===== config.mk =====
export PLATFORM = sky130hd
export DESIGN_NAME = seq_mul_add_flat
export DESIGN_NICKNAME = d
export VERILOG_FILES = /design/src/rtl/seq_mul_add_pkg.sv /design/src/rtl/seq_mul_add_if.sv /design/src/rtl/seq_mul_add_step.sv /design/src/rtl/seq_mul_add.sv /design/src/flat_wrapper.sv
export SDC_FILE = /design/constraint.sdc
export NUM_CORES = 1
export LEC_CHECK = 0
export ABC_AREA = 1
export CAP_MARGIN = 20
export CELL_PAD_IN_SITES_DETAIL_PLACEMENT = 1
export CELL_PAD_IN_SITES_GLOBAL_PLACEMENT = 1
export CORE_UTILIZATION = 30
export DETAILED_ROUTE_END_ITERATION = 8
export GPL_TIMING_DRIVEN = 0
export PLACE_DENSITY_LB_ADDON = 0.15
export SYNTH_ARGS = -nofsm -noshare
export SYNTH_HDL_FRONTEND = slang
export SYNTH_SLANG_ARGS = --single-unit

===== constraint.sdc =====
create_clock -name clk -period 6.5 [get_ports clk]
set_input_delay 0.65 -clock clk [delete_from_list [all_inputs] [get_ports clk]]
set_output_delay 0.65 -clock clk [all_outputs]
set_load 0.02 [all_outputs]

===== src/rtl/seq_mul_add_pkg.sv =====
// Shared types and constants for the sequential multiply-add.
// Contents: FSM state enum, default operand width, default counter width.
package seq_mul_add_pkg;

  localparam int unsigned DEF_WIDTH = 32;
  localparam int unsigned DEF_CNT_W = $clog2(DEF_WIDTH);

  typedef enum logic [1:0] {
    IDLE = 2'd0,
    RUN  = 2'd1,
    DONE = 2'd2
  } state_t;

endpackage


===== src/rtl/seq_mul_add_if.sv =====
// Request/result bundle for seq_mul_add.
// start/a/b/c flow master->slave; result/busy/done flow slave->master.
interface seq_mul_add_if
  import seq_mul_add_pkg::*;
#(
  parameter int unsigned WIDTH = DEF_WIDTH
);

  logic               start;
  logic [WIDTH-1:0]   a;
  logic [WIDTH-1:0]   b;
  logic [WIDTH-1:0]   c;
  logic [2*WIDTH-1:0] result;
  logic               busy;
  logic               done;

  modport master (output start, a, b, c, input result, busy, done);
  modport slave  (input start, a, b, c, output result, busy, done);

endinterface


===== src/rtl/seq_mul_add_step.sv =====
// One shift-add step: conditionally add the multiplicand, then shift.
// Ports: acc/mcand (2*WIDTH), mplier (WIDTH) in; *_nxt the stepped values out.
module seq_mul_add_step
  import seq_mul_add_pkg::*;
#(
  parameter int unsigned WIDTH = DEF_WIDTH
) (
  input  logic [2*WIDTH-1:0] acc,
  input  logic [2*WIDTH-1:0] mcand,
  input  logic [WIDTH-1:0]   mplier,
  output logic [2*WIDTH-1:0] acc_nxt,
  output logic [2*WIDTH-1:0] mcand_nxt,
  output logic [WIDTH-1:0]   mplier_nxt
);

  // Sum cannot exceed 2^(2W) - 2^W, so the 2W-bit add never wraps.
  assign acc_nxt    = mplier[0] ? (acc + mcand) : acc;
  assign mcand_nxt  = mcand << 1;
  assign mplier_nxt = mplier >> 1;

endmodule


===== src/rtl/seq_mul_add.sv =====
// Sequential unsigned result = a*b + c, one multiplier bit per clock.
// Ports: clk, rst (async active-high), bus (slave: start/a/b/c in,
// result/busy/done out). Fixed latency: WIDTH RUN cycles plus DONE.
module seq_mul_add
  import seq_mul_add_pkg::*;
#(
  parameter int unsigned WIDTH = DEF_WIDTH
) (
  input  logic          clk,
  input  logic          rst,
  seq_mul_add_if.slave  bus
);

  localparam int unsigned CNT_W = (WIDTH > 1) ? $clog2(WIDTH) : 1;

  state_t               state, state_d;
  logic [2*WIDTH-1:0]   acc, acc_d;
  logic [2*WIDTH-1:0]   mcand, mcand_d;
  logic [WIDTH-1:0]     mplier, mplier_d;
  logic [CNT_W-1:0]     cnt, cnt_d;
  logic [2*WIDTH-1:0]   result_q, result_d;
  logic                 busy_q, busy_d;
  logic                 done_q, done_d;

  logic [2*WIDTH-1:0]   acc_step;
  logic [2*WIDTH-1:0]   mcand_step;
  logic [WIDTH-1:0]     mplier_step;

  seq_mul_add_step #(.WIDTH(WIDTH)) u_step (
    .acc        (acc),
    .mcand      (mcand),
    .mplier     (mplier),
    .acc_nxt    (acc_step),
    .mcand_nxt  (mcand_step),
    .mplier_nxt (mplier_step)
  );

  // State, datapath and output registers.
  always_ff @(posedge clk or posedge rst) begin
    if (rst) begin
      state    <= IDLE;
      acc      <= '0;
      mcand    <= '0;
      mplier   <= '0;
      cnt      <= '0;
      result_q <= '0;
      busy_q   <= 1'b0;
      done_q   <= 1'b0;
    end else begin
      state    <= state_d;
      acc      <= acc_d;
      mcand    <= mcand_d;
      mplier   <= mplier_d;
      cnt      <= cnt_d;
      result_q <= result_d;
      busy_q   <= busy_d;
      done_q   <= done_d;
    end
  end

  // Next-state and datapath control.
  always_comb begin
    state_d  = state;
    acc_d    = acc;
    mcand_d  = mcand;
    mplier_d = mplier;
    cnt_d    = cnt;
    result_d = result_q;
    // busy/done are registered copies of the state decode, one cycle behind.
    busy_d   = (state == RUN) || (state == DONE);
    done_d   = (state == DONE);

    case (state)
      IDLE: begin
        if (bus.start) begin
          acc_d    = {{WIDTH{1'b0}}, bus.c};
          mcand_d  = {{WIDTH{1'b0}}, bus.a};
          mplier_d = bus.b;
          cnt_d    = '0;
          state_d  = RUN;
        end
      end
      RUN: begin
        acc_d    = acc_step;
        mcand_d  = mcand_step;
        mplier_d = mplier_step;
        cnt_d    = cnt + CNT_W'(1);
        // No early exit on mplier==0: latency stays fixed.
        if (cnt == CNT_W'(WIDTH - 1)) begin
          result_d = acc_step;
          state_d  = DONE;
        end
      end
      DONE: begin
        state_d = IDLE;
      end
      default: begin
        state_d = IDLE;
      end
    endcase
  end

  assign bus.result = result_q;
  assign bus.busy   = busy_q;
  assign bus.done   = done_q;

endmodule


===== src/flat_wrapper.sv =====
// flat-port wrapper written by rule: the top's interface ports become plain ports
module seq_mul_add_flat import seq_mul_add_pkg::*;
#(
  parameter int unsigned WIDTH = DEF_WIDTH
)
  (clk, rst, bus_start, bus_a, bus_b, bus_c, bus_result, bus_busy, bus_done);
  seq_mul_add_if #(.WIDTH(WIDTH)) bus_i ();
  input  logic clk;
  input  logic rst;
  input wire logic [$bits(bus_i.start)-1:0] bus_start;
  input wire logic [$bits(bus_i.a)-1:0] bus_a;
  input wire logic [$bits(bus_i.b)-1:0] bus_b;
  input wire logic [$bits(bus_i.c)-1:0] bus_c;
  output wire logic [$bits(bus_i.result)-1:0] bus_result;
  output wire logic [$bits(bus_i.busy)-1:0] bus_busy;
  output wire logic [$bits(bus_i.done)-1:0] bus_done;
  assign bus_i.start = bus_start;
  assign bus_i.a = bus_a;
  assign bus_i.b = bus_b;
  assign bus_i.c = bus_c;
  assign bus_result = bus_i.result;
  assign bus_busy = bus_i.busy;
  assign bus_done = bus_i.done;
  seq_mul_add #(.WIDTH(WIDTH)) u_core (.clk(clk), .rst(rst), .bus(bus_i));
endmodule

==> results of run 1 <==
-- synthesized netlist by cell type (all sizes together) --
master    n
and2      1
nand2   951
clkinv    4
a221o     2
o211ai   64
fa        1
inv     412
nor4      3
dfrtp   233
a31oi    35
mux2i     2
buf      30
clkbuf   49
or2      27
nor3     11
nor2    164
nand3   166
xor2     12
nand4    11
a21boi    1
a21oi    49
o221ai    2
a22o      6
xnor2    17
o21ai    71
ha       68
o21bai    8
o22ai    31
-- registers in the layout, summed over array words and instances (netlist names) --
register and count:
u_core.acc 64, u_core.bus.result 64, u_core.mcand 64, u_core.mplier 32, u_core.cnt 5, u_core.state 2
u_core.bus.busy 1, u_core.bus.done 1
-- per-stage QoR --
stage / hold WS (ps) / utilization
after floorplan: 466 / -
final: 477 / 0.373
after global routing: 503 / 0.373
after detailed placement: 467 / 0.355
after CTS: 484 / 0.373
after global placement: 463 / 0.353
-- layer usage --
metal,part of all wire,vias to the layer above
li1,-,7970
met1,0.51,7780
met2,0.44,240
met3,0.036,54
met4,0.018,0
met5,0,-
-- path summary, 6_finish.rpt --
kind                                         end  slack, ps  depth (start not counted)
setup / recovery           u_core.bus.result[45]       3530                         10
hold / removal             u_core.bus.result[34]        480                          2
setup reg to reg           u_core.bus.result[45]       3530                         10
hold reg to reg            u_core.bus.result[34]        480                          2
max in group asynchronous  u_core.bus.result[63]       4720                          5
min in group asynchronous  u_core.bus.result[14]        550                          2
-- cell usage in the layout (no fill, tap or decap), types with 7 or more instances in the layout --
cell type,instances
xor2_1,12
o211ai_1,64
nand2_1,928
ha_1,68
clkdlybuf4s50_1,164
xnor2_1,17
o21bai_1,8
clkbuf_1,53
o22ai_1,31
clkinv_2,7
a31oi_1,35
clkbuf_16,29
o21ai_0,63
inv_1,401
nand3_1,147
dfrtp_1,233
o21ai_1,8
nor3_1,8
nand3_2,19
nor2_1,142
nand2_2,23
or2_2,27
clkbuf_8,9
buf_2,23
nand4_1,11
nor2_2,20
a21oi_1,49
inv_2,10
-- critical path: cells and delay by family (launching register included) --
| kind | cells | cell delay [ps] |
|---|---|---|
| and+or+nand+nor | 5 | 860 |
| buffers and inverters | 3 | 1150 |
| DFF | 1 | 440 |
| adders and majority gates | 2 | 400 |
-- cells by family (layout without fill, tap and decap cells) --
group	Yosys count	in the layout
XOR/XNOR	29	29
AND/OR/NAND/NOR	1334	1334
flip-flops	233	233
other	0	2
AO/OA/AOI/OAI	269	269
buffers and inverters	495	717
multiplexers	2	2
adder cells (fa/ha/maj)	69	69
-- report_power, final --
| group | leakage (nW) | switching (mW) | internal (mW) |
|---|---|---|---|
| Sequential | 2.90 | 0.329 | 1.90 |
| Clock | 0.464 | 0.690 | 0.920 |
| Combinational | 6.87 | 4.21 | 1.87 |
-- cell type report --
class                           instances  area share
Inverter                              416      0.0796
Antenna cell                            2    0.000254
Multi-Input combinational cell       1703       0.426
Sequential cell                       233       0.296
Tap cell                              688      0.0438
Clock inverter                         10     0.00356
Buffer                                 79      0.0169
Clock buffer                           42      0.0440
Timing Repair Buffer                  170      0.0896
==> run summary, run 1 <==
TritonCTS clock tree: built
Crit path max fanout: 10
Vias in the first global route: 16833
Clk sinks: 233
Synth Area in Compound Gates: 0.103
Max Cap Viol: 0
CP required: 7020 ps
Least-Margin Pin Slew: 973 ps
Post-synth top area share: 0.362
Initial antenna violation count: 5
Synthesized area: 16100 um2
Mean post-synth cell area: 6.62 um2
Fin crit share: 0.457
Final RePlAce weighted congestion: 0.898
Min-delay src: u_core.bus.result[34]
Max Freq: 0.336 GHz
Tot Pwr: 9.91 mW
Max incr delay on CP: 460 ps
Slowest cell on the critical path: nand2_1
Antenna-violating nets left: 0
Yosys reg bits: 233
Area of placed instances: 18700 um2
Register area: 5830 um2
Max_slew headroom: 0.351
CP startpoint: u_core.cnt[0]
Reg clk slew, reported paths: 60 ps
Crit path launch type: flop
1st-iter DRT viols: 923
Fin. Hold Viols: 0
Cells after synthesis: 2431
Placed insts: 3289
Detailed placement HPWL: 52500 um
Global route overflow: 0
Run status: finished, violations left
Synth-to-Final Area Change: 22.1%
CP Class: reg -> reg
CORE AREA: 52800 um2
DIE AREA: 54600 um2
CTS H-Tree Depth: 1
Final Critical Period: 2970 ps
Num rows: 84
Met1 Use GR: 0.347
Failing checks: design-rule violations
Die W: 234 um
CTS buffer count: 29
Io pins: 165
Crit-path cells: ha_1, nand2_1, nor2_1, ha_1, nand2_1, inv_1, buf_2, buf_2, nand3_1, nand2_1
CTS Buffer Depth: 3
GRT busiest layer: met2
Layout Skew: 24.7 ps
Vias: 16044
# port buffers: 164
Post-synthesis simple-gate area fraction: 0.347
Via density: 4.80
Fin nets: 2800
Final setup vio count: 0
Final instance area: 19700 um2
Post-synthesis sequential area ratio: 0.362
Crit path DAT: 3490 ps
Main combinational cell family by area after synthesis: simple AND/OR/NAND/NOR gates
Dominant cell type by area after synthesis: dfrtp_1
Ranking of synthesized cells by area: dfrtp_1 36%, nand2_1 22%, inv_1 9.4%
Distinct cell type count after synthesis: 38
Largest net degree at the start of global routing: 40
DRT Pass-1 Iters: 9
Root Driver: clkbuf_16
XOR/XNOR Fraction of Synth Area: 0.0158
Hold Buf Count CTS: 0
Crit. End Element: flop
Share of cells above drive strength 1: 0.0701
Worst-Skew Late Latency: 600 ps
Area of the multi-input gates: 8380 um2
First-pass GRT wire length: 98900 um
Pwr Density: 504 nW/um2
Mux cell area share after synthesis: 0.00124
Worst slack at placement: 3290 ps
Setup TNS: 0 ps
Drt drc: 4
Worst VDD drop: 0.179 mV
Synth warnings: 0
Initial core utilization: 0.305
Filler cells: 6756
RSZ-0062 raised after global routing: false
FF-to-FF Start: u_core.cnt[0]
Final setup margin: 3530 ps
Routed length per instance: 19.0 um
Synthesized-area fraction occupied by adder cells: 0.0541
Global router's overall resource usage: 0.238
Global routing usage on met3: 0.0262
Cell mode on critical path: nand2_1
Syn nets: 2599
Fin. max-slew vios: 0
Cell leakage power: 10.2 nW
Post_cts resized: 0
Hold Path Class: reg -> reg
Routed WL: 63500 um
Non-Filler Instances: 3343
Postcts setup bufs: 0
Grt met2 use: 0.376
Die height: 234 um
(Power assumes the default switching activity.)
==> run 2: changes to the inputs <==
==> constraint.sdc (replaced) <==
create_clock -name clk -period 2.6 [get_ports clk]
set_input_delay 0.26 -clock clk [delete_from_list [all_inputs] [get_ports clk]]
set_output_delay 0.26 -clock clk [all_outputs]
set_load 0.02 [all_outputs]
==> run summary, run 2 (synthesized netlist as in run 1, its figures left out) <==
Detailed placement HPWL: 52500 um (unchanged)
Final instance area: 19900 um2 (+0.95%)
Area of the multi-input gates: 8530 um2 (+1.9%)
CORE AREA: 52800 um2 (unchanged)
CTS H-Tree Depth: 1 (unchanged)
Global router's overall resource usage: 0.238 (about the same)
Worst slack at placement: -409 ps (-3700 ps)
Final setup vio count: 0 (unchanged)
Final RePlAce weighted congestion: 0.898 (unchanged)
Max_slew headroom: 0.431 (+0.0796)
Worst hold slack: 153 ps (-325 ps)
Root Driver: clkbuf_16
Drt drc: 0 (-4)
Max Freq: 0.401 GHz (+19%)
Worst-Skew Late Latency: 600 ps (about the same)
1st-iter DRT viols: 932 (+0.98%)
Via density: 4.84 (+0.81%)
First-pass GRT wire length: 98900 um (about the same)
Initial antenna violation count: 4 (-1)
CTS buffer count: 29 (unchanged)
DIE AREA: 54600 um2 (unchanged)
Setup TNS: 0 ps (unchanged)
Io pins: 165 (unchanged)
Num rows: 84 (unchanged)
Crit path launch type: flop
Die W: 234 um (unchanged)
Layout Skew: 27.3 ps (+2.54 ps)
CP Class: reg -> reg
# port buffers: 164 (unchanged)
Crit path DAT: 2970 ps (-520 ps)
Initial core utilization: 0.305 (unchanged)
Max Cap Viol: 0 (unchanged)
Antenna-violating nets left: 0 (unchanged)
Run status: complete, no violations
Filler cells: 6727 (-0.43%)
Crit. End Element: flop
Crit path max fanout: 4 (-6)
Clk sinks: 233 (unchanged)
Area of placed instances: 18700 um2 (unchanged)
Register area: 5830 um2 (about the same)
Vias in the first global route: 16848 (+0.089%)
Commonest non-fill, non-tap cell in the layout: nand2_1
Largest net degree at the start of global routing: 40 (unchanged)
CP required: 3070 ps (-3950 ps)
Synth-to-Final Area Change: 23.3%
Fin nets: 2800 (unchanged)
Cell leakage power: 10.3 nW (+0.55%)
Fin crit share: 0.960 (+0.503)
Die height: 234 um (unchanged)
Pwr Density: 1260 nW/um2 (+150%)
Routed WL: 63700 um (+0.35%)
Final setup margin: 104 ps (-3420 ps)
Routed length per instance: 19.1 um (+0.35%)
Reg clk slew, reported paths: 60 ps (about the same)
Global route overflow: 0 (unchanged)
Hold Path Class: in -> async
TritonCTS clock tree: built
Share of cells above drive strength 1: 0.0890 (+0.0188)
Most used cells in the layout excluding fill and tap cells: 917 x nand2_1, 401 x inv_1, 232 x dfrtp_1
DRT Pass-1 Iters: 7 (-2)
Least-Margin Pin Slew: 854 ps (-119 ps)
CTS Buffer Depth: 3 (unchanged)
Core Util, Final: 0.376 (+0.00356)
Worst VDD drop: 0.448 mV (+150%)
Fin. Hold Viols: 0 (unchanged)
Final Critical Period: 2500 ps (-476 ps)
Fin. max-slew vios: 0 (unchanged)
Vias: 16174 (+0.81%)
RSZ-0062 raised after global routing: true
==> run 2: cell count changes in the layout (fill, tap and decap cells not counted), sizes merged <==
cell / change
buf: -1
clkbuf: +1
==> run 2: metrics by stage <==
step,instances,power [mW]
after floorplan,2431,15.6
after global placement,3283,20.4
after detailed placement,3289,20.8
after CTS,3341,25.1
after global routing,3341,27.3
final,3343,25.1
==> run 2: per-layer routing <==
| layer | vias up | track usage | wire (um) |
|---|---|---|---|
| li1 | 7974 | - | - |
| met1 | 7871 | 0.347 | 32100 |
| met2 | 274 | 0.376 | 28000 |
| met3 | 55 | 0.0261 | 2440 |
| met4 | 0 | 0.0463 | 1190 |
| met5 | - | 0 | 0 |
==> run 2: final cells by class <==
cell class | instances | share of cell area
Antenna cell | 2 | 0.000252
Buffer | 78 | 0.0179
Clock buffer | 42 | 0.0435
Clock inverter | 10 | 0.00353
Inverter | 416 | 0.0788
Multi-Input combinational cell | 1703 | 0.430
Sequential cell | 233 | 0.294
Tap cell | 688 | 0.0434
Timing Repair Buffer | 171 | 0.0891
==> run 2: what timing repair did <==
action / 4_1_cts / 5_1_grt
hold buffers: 0 / 0
endpoints found under the setup margin: 71 / 97
pin swaps: 2 / 2
gates resized for setup: 13 / 55
buffers inserted: 0 / 1
==> run 2: final timing paths <==
path | from | end | slack [ps] | cells past startpoint
max in group asynchronous | rst | u_core.bus.result[63] | 1210 | 5
worst max-delay path | u_core.mcand[0] | u_core.bus.result[60] | 100 | 14
worst min register to register | u_core.bus.result[38] | u_core.bus.result[38] | 480 | 2
min in group clk | bus_a[2] | u_core.mcand[2] | 230 | 3
worst max register to register | u_core.mcand[0] | u_core.bus.result[60] | 100 | 14
worst min-delay path | rst | u_core.bus.result[14] | 150 | 2
==> run 2: where the power goes <==
| part | switching (mW) | internal [mW] | total (mW) |
|---|---|---|---|
| sequential | 0.829 | 4.75 | 5.58 |
| combinational | 10.7 | 4.81 | 15.5 |
| clock | 1.73 | 2.30 | 4.03 |
| total | 13.2 | 11.9 | 25.1 |
==> run 2: worst max-delay path: stages, from the launching register on <==
cell     delay (ps)
dfrtp_1         400
ha_2            240
fa_2            400
nand3_1         120
nand3_2         130
nand3_1         110
nand3_2         120
nand2_1         160
nand2_4         140
nand2_1         150
nand2_1          60
nand2_1          60
nand3_1         100
nand3_1         110
nand2_1          50
==> run 3: changes to the inputs <==
--- a/config.mk
+++ b/config.mk
@@ -9,6 +9,7 @@
 export CAP_MARGIN = 20
 export CELL_PAD_IN_SITES_DETAIL_PLACEMENT = 1
 export CELL_PAD_IN_SITES_GLOBAL_PLACEMENT = 1
+export CORE_MARGIN = 5
 export CORE_UTILIZATION = 30
 export DETAILED_ROUTE_END_ITERATION = 8
 export GPL_TIMING_DRIVEN = 0
==> run summary, run 3 (synthesized netlist as in run 1, its figures left out) <==
CTS buffer count: 28 (-3.4%)
Least-Margin Pin Slew: 885 ps (+31.4 ps)
Clk sinks: 233 (unchanged)
Reg2reg end: u_core.acc[48]
Most used cells in the layout excluding fill and tap cells: 904 x nand2_1, 401 x inv_1, 233 x dfrtp_1
Power share of the combinational group: 0.617 (about the same)
Fin nets: 2805 (+0.18%)
Final setup margin: 95.5 ps (-8.76 ps)
Vias in the first global route: 16921 (+0.43%)
Initial antenna violation count: 2 (-2)
Layout Skew: 41.6 ps (+14.3 ps)
FF-to-FF Start: u_core.state[0]
Initial core utilization: 0.301 (-0.00419)
Register-to-register setup slack: 100 ps (about the same)
Clock network power share: 0.164 (+0.003)
Reg clk slew, reported paths: 70 ps (about the same)
Synth-to-Final Area Change: 24.6%
CORE AREA: 53500 um2 (+1.4%)
Global route overflow: 0 (unchanged)
Num rows: 85 (+1.2%)
Max_slew headroom: 0.410 (-0.0209)
Routed WL: 64100 um (+0.61%)
Crit path DAT: 3010 ps (+40 ps)
Pwr Density: 1270 nW/um2 (+0.34%)
Final setup vio count: 0 (unchanged)
CP Class: reg -> reg
TritonCTS clock tree: built
Crit path max fanout: 10 (+6)
First-pass GRT wire length: 99600 um (+0.61%)
Cells on worst reg2reg path: 10 (-4)
1st-iter DRT viols: 1019 (+9.3%)
Global router's overall resource usage: 0.215 (-0.0227)
Crit path launch type: flop
Fin. max-slew vios: 0 (unchanged)
Switching Fraction: 0.522 (-0.00529)
Routed length per instance: 19.1 um (+0.28%)
Hold Path Class: in -> reg
Commonest non-fill, non-tap cell in the layout: nand2_1
Die height: 242 um (+3.4%)
CP startpoint: u_core.state[0]
Largest net degree at the start of global routing: 40 (unchanged)
DRT Pass-1 Iters: 5 (-2)
Io pins: 165 (unchanged)
Fin crit share: 0.963 (+0.00337)
Run status: complete, no violations
Fin. Hold Viols: 0 (unchanged)
Max Cap Viol: 0 (unchanged)
Die W: 242 um (+3.4%)
N_diodes: 0 (-2)
Crit. End Element: flop
Worst slack at placement: -429 ps (-20.2 ps)
Root Driver: clkbuf_16
Vias: 16171 (-0.019%)
CTS H-Tree Depth: 1 (unchanged)
Worst VDD drop: 0.499 mV (+11%)
Sw Pwr: 13.3 mW (+0.39%)
CTS Buffer Depth: 3 (unchanged)
Setup TNS: 0 ps (unchanged)
Share of cells above drive strength 1: 0.0967 (+0.00773)
CP Capture Point: u_core.acc[48]
Sequential share of power: 0.219 (-0.004)
Antenna-violating nets left: 0 (unchanged)
Final RePlAce weighted congestion: 0.915 (+1.9%)
CP required: 3100 ps (+30 ps)
# port buffers: 164 (unchanged)
Final Critical Period: 2500 ps (+8.76 ps)
Max Freq: 0.399 GHz (-0.35%)
Drt drc: 0 (unchanged)
Worst-Skew Late Latency: 600 ps (about the same)
RSZ-0062 raised after global routing: true
Via density: 4.82 (-0.35%)
Cell Int Power: 12.2 mW (+2.5%)
Core Util, Final: 0.375 (-0.00121)
Cell leakage power: 10.4 nW (+0.79%)
DIE AREA: 58400 um2 (+7.0%)
Detailed placement HPWL: 52700 um (+0.49%)
run 3: per-stage QoR:
step | area (um2) | std cells | power [mW] | hold WS [ps]
global placement | 18600 | 3291 | 20.4 | 463
CTS | 19800 | 3350 | 25.2 | 207
finish | 20100 | 3354 | 25.4 | 226
floorplan | 16100 | 2431 | 15.6 | 387
global route | 20100 | 3354 | 27.7 | 212
detailed placement | 18800 | 3298 | 20.8 | 467
run 3: worst max-delay path: stages, from the launching register on:
cell	delay, ps
dfrtp_1	380
inv_1	110
ha_1	210
nand2_1	100
nand2_2	260
nand2_1	110
inv_1	100
buf_2	360
clkbuf_1	510
nand2_1	130
nand2_1	100
run 3: how the worst min path moves through the flow:
stage / cells after the start / end / start / slack, ps
6_report: 3 / u_core.mcand[6] / bus_a[6] / 230
4_1_cts: 3 / u_core.mcand[6] / bus_a[6] / 210
2_1_floorplan: 2 / u_core.acc[10] / bus_c[10] / 390
3_3_place_gp: 2 / u_core.bus.result[51] / u_core.bus.result[51] / 460
3_5_place_dp: 2 / u_core.bus.result[52] / u_core.bus.result[52] / 470
5_1_grt: 3 / u_core.mplier[30] / bus_b[30] / 210
run 3: metal layers:
layer / share of wire / track usage
met5: 0 / 0
met4: 0.020 / 0.0436
met3: 0.043 / 0.0283
met2: 0.44 / 0.341
met1: 0.50 / 0.317
run 3: power by group through the flow:
stage	clock [mW]	combinational (mW)	sequential, mW
after floorplan	0	10.3	5.33
after global placement	0	14.9	5.56
after detailed placement	0	15.2	5.59
after CTS	4.30	15.4	5.54
after global routing	4.47	17.5	5.69
final	4.18	15.7	5.56
run 3: area by class of cell:
cell class | count | area, um2
Inverter | 416 | 1570
Fill cell | 6746 | 33400
Buffer | 79 | 348
Clock inverter | 17 | 208
Tap cell | 696 | 871
Sequential cell | 233 | 5830
Clock buffer | 34 | 753
Timing Repair Buffer | 176 | 1820
Multi-Input combinational cell | 1703 | 8670
run 3: repair_timing:
action | in CTS | in global routing
hold buffers | 1 | 0
pin swaps | 2 | 5
buffers inserted | 0 | 4
endpoints found under the setup margin | 43 | 79
resized for setup | 17 | 68
endpoints found under the hold margin | 8 | 0
